### src/rtl/univ_shift_reg_pkg.sv
// -----------------------------------------------------------------------------
// univ_shift_reg_pkg
// Shared definitions for the universal shift register and its counter.
//   - MODE_* : operation select encodings for the 2-bit mode input
//   - mode_t : 2-bit mode type
//   - calc_cw: width of a counter that must hold 0..w inclusive
// -----------------------------------------------------------------------------
package univ_shift_reg_pkg;

  typedef logic [1:0] mode_t;

  localparam mode_t MODE_HOLD = 2'b00;
  localparam mode_t MODE_SHR  = 2'b01;
  localparam mode_t MODE_SHL  = 2'b10;
  localparam mode_t MODE_LOAD = 2'b11;

  // The count must reach w itself (not just w-1), hence w+1 states.
  function automatic int calc_cw(input int w);
    return $clog2(w + 1);
  endfunction

endpackage : univ_shift_reg_pkg

### src/rtl/univ_shift_reg_shift_cnt.sv
// -----------------------------------------------------------------------------
// shift_cnt
// Saturating up-counter: counts inc pulses from 0 up to MAX and then stays
// there; clr returns it to 0 (clr wins over inc). Never wraps.
// Ports:
//   clk    in   rising-edge clock
//   rst    in   asynchronous active-high reset (count -> 0)
//   clr    in   synchronous clear
//   inc    in   increment request
//   cnt    out  CW-bit current count
//   at_max out  high while cnt == MAX (decoded from the register)
// -----------------------------------------------------------------------------
module shift_cnt #(
  parameter int MAX = 8,
  parameter int CW  = 4
) (
  input  logic          clk,
  input  logic          rst,
  input  logic          clr,
  input  logic          inc,
  output logic [CW-1:0] cnt,
  output logic          at_max
);

  localparam logic [CW-1:0] MAX_C = CW'(MAX);

  logic [CW-1:0] cnt_q;
  logic [CW-1:0] cnt_d;

  always_comb begin
    cnt_d = cnt_q;
    if (clr) begin
      cnt_d = '0;
    end else if (inc && (cnt_q != MAX_C)) begin
      cnt_d = cnt_q + 1'b1;
    end
  end

  always_ff @(posedge clk or posedge rst) begin
    if (rst) begin
      cnt_q <= '0;
    end else begin
      cnt_q <= cnt_d;
    end
  end

  assign cnt    = cnt_q;
  assign at_max = (cnt_q == MAX_C);

endmodule : shift_cnt

### src/rtl/univ_shift_reg.sv
// -----------------------------------------------------------------------------
// univ_shift_reg
// WIDTH-bit universal shift register (hold / shift right / shift left /
// parallel load) with a saturating count of shifts since the last load.
// Optional feature macro: UNIV_SHIFT_REG_ROTATE_EN adds input rot, which
// turns shifts into rotates.
// Ports:
//   clk    in   rising-edge clock
//   rst    in   asynchronous active-high reset (q -> RST_VAL, cnt -> 0)
//   mode   in   00 hold, 01 shift right, 10 shift left, 11 load
//   d      in   parallel load data
//   sin_r  in   serial in at the MSB on shift right
//   sin_l  in   serial in at the LSB on shift left
//   rot    in   (macro only) 1 = recirculate the outgoing bit
//   q      out  register contents
//   sout_r out  q[0]
//   sout_l out  q[WIDTH-1]
//   cnt    out  shifts since last load, saturating at WIDTH
//   done   out  cnt == WIDTH
// -----------------------------------------------------------------------------
module univ_shift_reg
  import univ_shift_reg_pkg::*;
#(
  parameter int               WIDTH   = 8,
  parameter logic [WIDTH-1:0] RST_VAL = {WIDTH{1'b0}},
  localparam int              CW      = calc_cw(WIDTH)
) (
  input  logic             clk,
  input  logic             rst,
  input  logic [1:0]       mode,
  input  logic [WIDTH-1:0] d,
  input  logic             sin_r,
  input  logic             sin_l,
`ifdef UNIV_SHIFT_REG_ROTATE_EN
  input  logic             rot,
`endif
  output logic [WIDTH-1:0] q,
  output logic             sout_r,
  output logic             sout_l,
  output logic [CW-1:0]    cnt,
  output logic             done
);

  logic [WIDTH-1:0] reg_q;
  logic [WIDTH-1:0] reg_d;
  logic             fill_r;
  logic             fill_l;
  logic             cnt_inc;
  logic             cnt_clr;
  mode_t            mode_sel;

  assign mode_sel = mode;

  // Bit entering the vacated end: external serial input, or the bit that is
  // leaving the opposite end when rotating.
`ifdef UNIV_SHIFT_REG_ROTATE_EN
  assign fill_r = rot ? reg_q[0]       : sin_r;
  assign fill_l = rot ? reg_q[WIDTH-1] : sin_l;
`else
  assign fill_r = sin_r;
  assign fill_l = sin_l;
`endif

  always_comb begin
    reg_d   = reg_q;
    cnt_inc = 1'b0;
    cnt_clr = 1'b0;
    case (mode_sel)
      MODE_SHR: begin
        reg_d   = {fill_r, reg_q[WIDTH-1:1]};
        cnt_inc = 1'b1;
      end
      MODE_SHL: begin
        reg_d   = {reg_q[WIDTH-2:0], fill_l};
        cnt_inc = 1'b1;
      end
      MODE_LOAD: begin
        reg_d   = d;
        cnt_clr = 1'b1;
      end
      default: begin
        reg_d = reg_q;
      end
    endcase
  end

  always_ff @(posedge clk or posedge rst) begin
    if (rst) begin
      reg_q <= RST_VAL;
    end else begin
      reg_q <= reg_d;
    end
  end

  shift_cnt #(
    .MAX (WIDTH),
    .CW  (CW)
  ) u_shift_cnt (
    .clk    (clk),
    .rst    (rst),
    .clr    (cnt_clr),
    .inc    (cnt_inc),
    .cnt    (cnt),
    .at_max (done)
  );

  assign q      = reg_q;
  assign sout_r = reg_q[0];
  assign sout_l = reg_q[WIDTH-1];

endmodule : univ_shift_reg

### config.mk
export PLATFORM = sky130hd
export DESIGN_NAME = univ_shift_reg
export DESIGN_NICKNAME = d
export VERILOG_FILES = /design/src/rtl/univ_shift_reg_pkg.sv /design/src/rtl/univ_shift_reg_shift_cnt.sv /design/src/rtl/univ_shift_reg.sv
export SDC_FILE = /design/constraint.sdc
export NUM_CORES = 1
export LEC_CHECK = 0
export CAP_MARGIN = 20
export CORE_MARGIN = 2
export CORE_UTILIZATION = 47
export DETAILED_ROUTE_END_ITERATION = 10
export PLACE_DENSITY = 0.83
export SLEW_MARGIN = 15
export SYNTH_ARGS = -nofsm -noshare
export SYNTH_HDL_FRONTEND = slang
export SYNTH_HIERARCHICAL = 1
export SYNTH_SLANG_ARGS = --single-unit
export TNS_END_PERCENT = 10
### constraint.sdc
create_clock -name clk -period 2 [get_ports clk]
set_clock_uncertainty 0.1 [all_clocks]
set_input_delay 0.4 -clock clk [delete_from_list [all_inputs] [get_ports clk]]
set_output_delay 0.4 -clock clk [all_outputs]
set_load 0.1 [all_outputs]
==> metrics.md <==
| Metric | Value |
|---|---|
| Top delay family on crit path | `flip-flops` |
| WHS | `0.2223 ns` |
| Antenna violations before repair | `0` |
| CP max FO | `5` |
| Fmax | `520.2 MHz` |
| Nets | `142` |
| Setup TNS | `0 ns` |
| Power Density | `1151 mW/mm^2` |
| Top-area cell type share of the netlist area | `36.64%` |
| Async set or reset register ratio after synthesis | `100.0%` |
| Synthesized instance count | `88` |
| Dpl cells | `134` |
| Post-Route WL | `2.036 mm` |
| Leakage | `0.0005989 uW` |
| Cell Chain, Critical Path | `inv_1 > ha_1 > nand2_2 > nor2_4 > buf_12` |
| GR Util All Layers | `23.10%` |
| Pint | `769.0 uW` |
| Met2 usage | `37.75%` |
| #FFs+latches synth | `12` |
| Hold Violations, Final | `0` |
| RSZ-0062 raised after global routing | `no` |
| Post-synth top area cell | `dfrtp_1` |
| GR Overflow Total | `0` |
| Critical R2R Launch | `u_shift_cnt/cnt[0]` |
| Sequential area share after synthesis | `36.64%` |
| Drc violations | `0` |
| Yosys cell types | `20` |
| Synthesized area | `819.5 sq um` |
| Initial drt markers | `27` |
| Setup crit start | `u_shift_cnt/cnt[0]` |
| Core area | `0.001689 sq mm` |
| Clock Power Share | `12.9%` |
| Final Instance Area | `0.001345 sq mm` |
| Crit end category | `output port` |
| Vias per inst | `5.667` |
| Die ar. | `0.002094 sq mm` |
| Worst r2r path cells | `5` |
| Htree depth | `1` |
| Slew @ Worst Pin | `0.5111 ns` |
| Clk slew on worst S/H paths | `0.08 ns` |
| Layout cells sized above 1 | `33.88%` |
| IO Pins | `29` |
| Total of max-cap violations | `0` |
| Wire per inst | `14.75 um` |
| WP data arrival | `1.42 ns` |
| Postcts setup bufs | `0` |
| Fin cells | `138` |
| Longest Clk Path Bufs | `2` |
| Crit path max-delay cell type | `dfrtp_4` |
| Top FF cell, synth | `dfrtp_1` |
| Initial Utilization | `48.52%` |
| Met3 Resource Use GR | `5.159%` |
| Sw Share | `50.34%` |
| Worst Path Buf+Inv | `2` |
| Multi-input gate area in the final layout | `430.4 sq um` |
| Ys Warns | `6` |
| Peak supply drop | `0.8234 mV` |
| Vias | `782` |
| CP required | `1.50 ns` |
| Reg-to-Reg End | `u_shift_cnt/cnt[0]` |
| Outcome | `finished clean` |
| Layout area overhead | `64.12%` |
| CTS Root Cell | `clkbuf_4` |
| Site Rows | `15` |
| CTS Hold Buffers Added | `0` |
| Combinational Power Share | `60.7%` |
| Final setup margin | `0.07761 ns` |
| Antenna cells | `0` |
| Post-synth EDFFs | `0` |
| Post-DP HPWL | `1.487 mm` |
| Synth top area cells | `dfrtp_1 37%, ha_1 9.2%, a32oi_1 8.5%` |
| CP Class | `register to output port` |
| Worst setup SP type | `register` |
| 1st-pass router iterations | `4` |
| IO Port Bufs | `28` |
| Setup slack, reg-to-reg | `0.46 ns` |
| Pre-CTS setup slack | `-0.3048 ns` |
| Final GP Congestion | `0.7382` |
| Syn Area/Cell | `9.313 sq um` |
| Clk_lat worst skew | `0.28 ns` |
| Die Ht | `45.76 um` |
| Fill cells | `98` |
| Num Clock Sinks | `12` |
| Sequential fraction of design power | `26.3%` |
| Grt met1 use | `28.71%` |
| Largest net degree at the start of global routing | `19` |
| Placed Area | `0.001301 sq mm` |
| Seq. cell area | `306.5 sq um` |
| Layer with the highest usage | `met2` |
| Most frequent cell after synthesis | `inv_1` |
| First-pass GRT wire length | `3.450 mm` |
| Fin crit share | `96.12%` |
| Max_slew headroom | `65.93%` |
| ANT nets after route | `0` |
| Most frequent cells after synthesis | `14 x inv_1, 12 x dfrtp_1, 9 x a21oi_1` |
| Final setup viols | `0` |
| Die Wd | `45.76 um` |
| Max-slew violations | `0` |
| Post-Syn Nets | `108` |
| CTS tree | `yes` |
| Vias in the first global route | `755` |
| Switching power | `779.7 uW` |
| Tmin final | `1.922 ns` |
| Worst hold-check path type | `input port to asynchronous set/reset pin` |
| Number of buffers created by CTS | `3` |
| CP peak stage delay | `0.52 ns` |
==> worst register-to-register path, delay by kind of cell, from the launching register on <==
family	cells	cell delay (ns)
fa+ha+maj	1	0.15
simple gates	1	0.08
buf+inv	1	0.09
compound gates	1	0.21
mux	1	0.29
flops	1	0.52
==> per-layer routing <==
metal	vias up	wire (um)
met3	4	130
met2	33	1034
met4	0	21
met1	370	851
met5	-	0
li1	375	-
==> how the worst max path moves through the flow <==
stage	to	cells past startpoint	slack, ns
6_report	done	5	0.08
4_1_cts	done	5	0.05
2_1_floorplan	done	4	0.001
3_5_place_dp	q[5]	5	-0.30
3_3_place_gp	q[1]	5	-0.22
5_1_grt	q[1]	5	0.007
==> final cells by class <==
| type | count | share of cell area [%] |
|---|---|---|
| flip-flops and latches | 12 | 22.79 |
| multi-input cells | 54 | 32.00 |
| repair buffers | 37 | 37.02 |
| clock buffers | 4 | 2.698 |
| inverters | 14 | 3.907 |
| well taps | 17 | 1.581 |
==> metrics by stage <==
stage / util, % / total power [uW]
final: 79.63 / 1549
after global placement: 77.04 / 1324
after global routing: 79.63 / 1618
after floorplan: - / 978.9
after detailed placement: 77.04 / 1345
after CTS: 79.33 / 1547
==> placed cells by master (no fill, tap or decap), types with 4 or more instances in the layout <==
master,synthesis,routed
a21oi_1,9,9
or3b_1,4,4
dfrtp_1,12,9
or3b_2,5,5
buf_12,0,15
buf_4,3,9
o211ai_1,8,8
ha_1,6,4
clkdlybuf4s50_1,0,13
inv_1,14,14
a32oi_1,8,8
==> kinds of logic after synthesis <==
logic type / count (synthesis) / synth area share, %
multiplexers: 2 / 3.053
flip-flops: 12 / 36.64
adder cells (fa/ha/maj): 6 / 9.160
buffers and inverters: 22 / 12.67
XOR/XNOR: 1 / 1.069
AND/OR/NAND/NOR: 19 / 15.11
AO/OA/AOI/OAI: 26 / 22.29
==> flip-flops by register name, summed over array words and instances (netlist names) <==
signal and flops:
q 8, u_shift_cnt/cnt 4
==> power by group through the flow <==
stage	Clock (uW)	Combinational (uW)	Sequential [uW]
floorplan	0	223	756
global placement	0	917	407
detailed placement	0	934	411
CTS	203	936	407
global route	219	981	418
finish	200	940	408
==> what timing repair did <==
action	CTS	global route
endpoints found under the setup margin	4	4
pin swaps	0	0
resized for setup	1	2
Power figures use the tool's default switching activity.
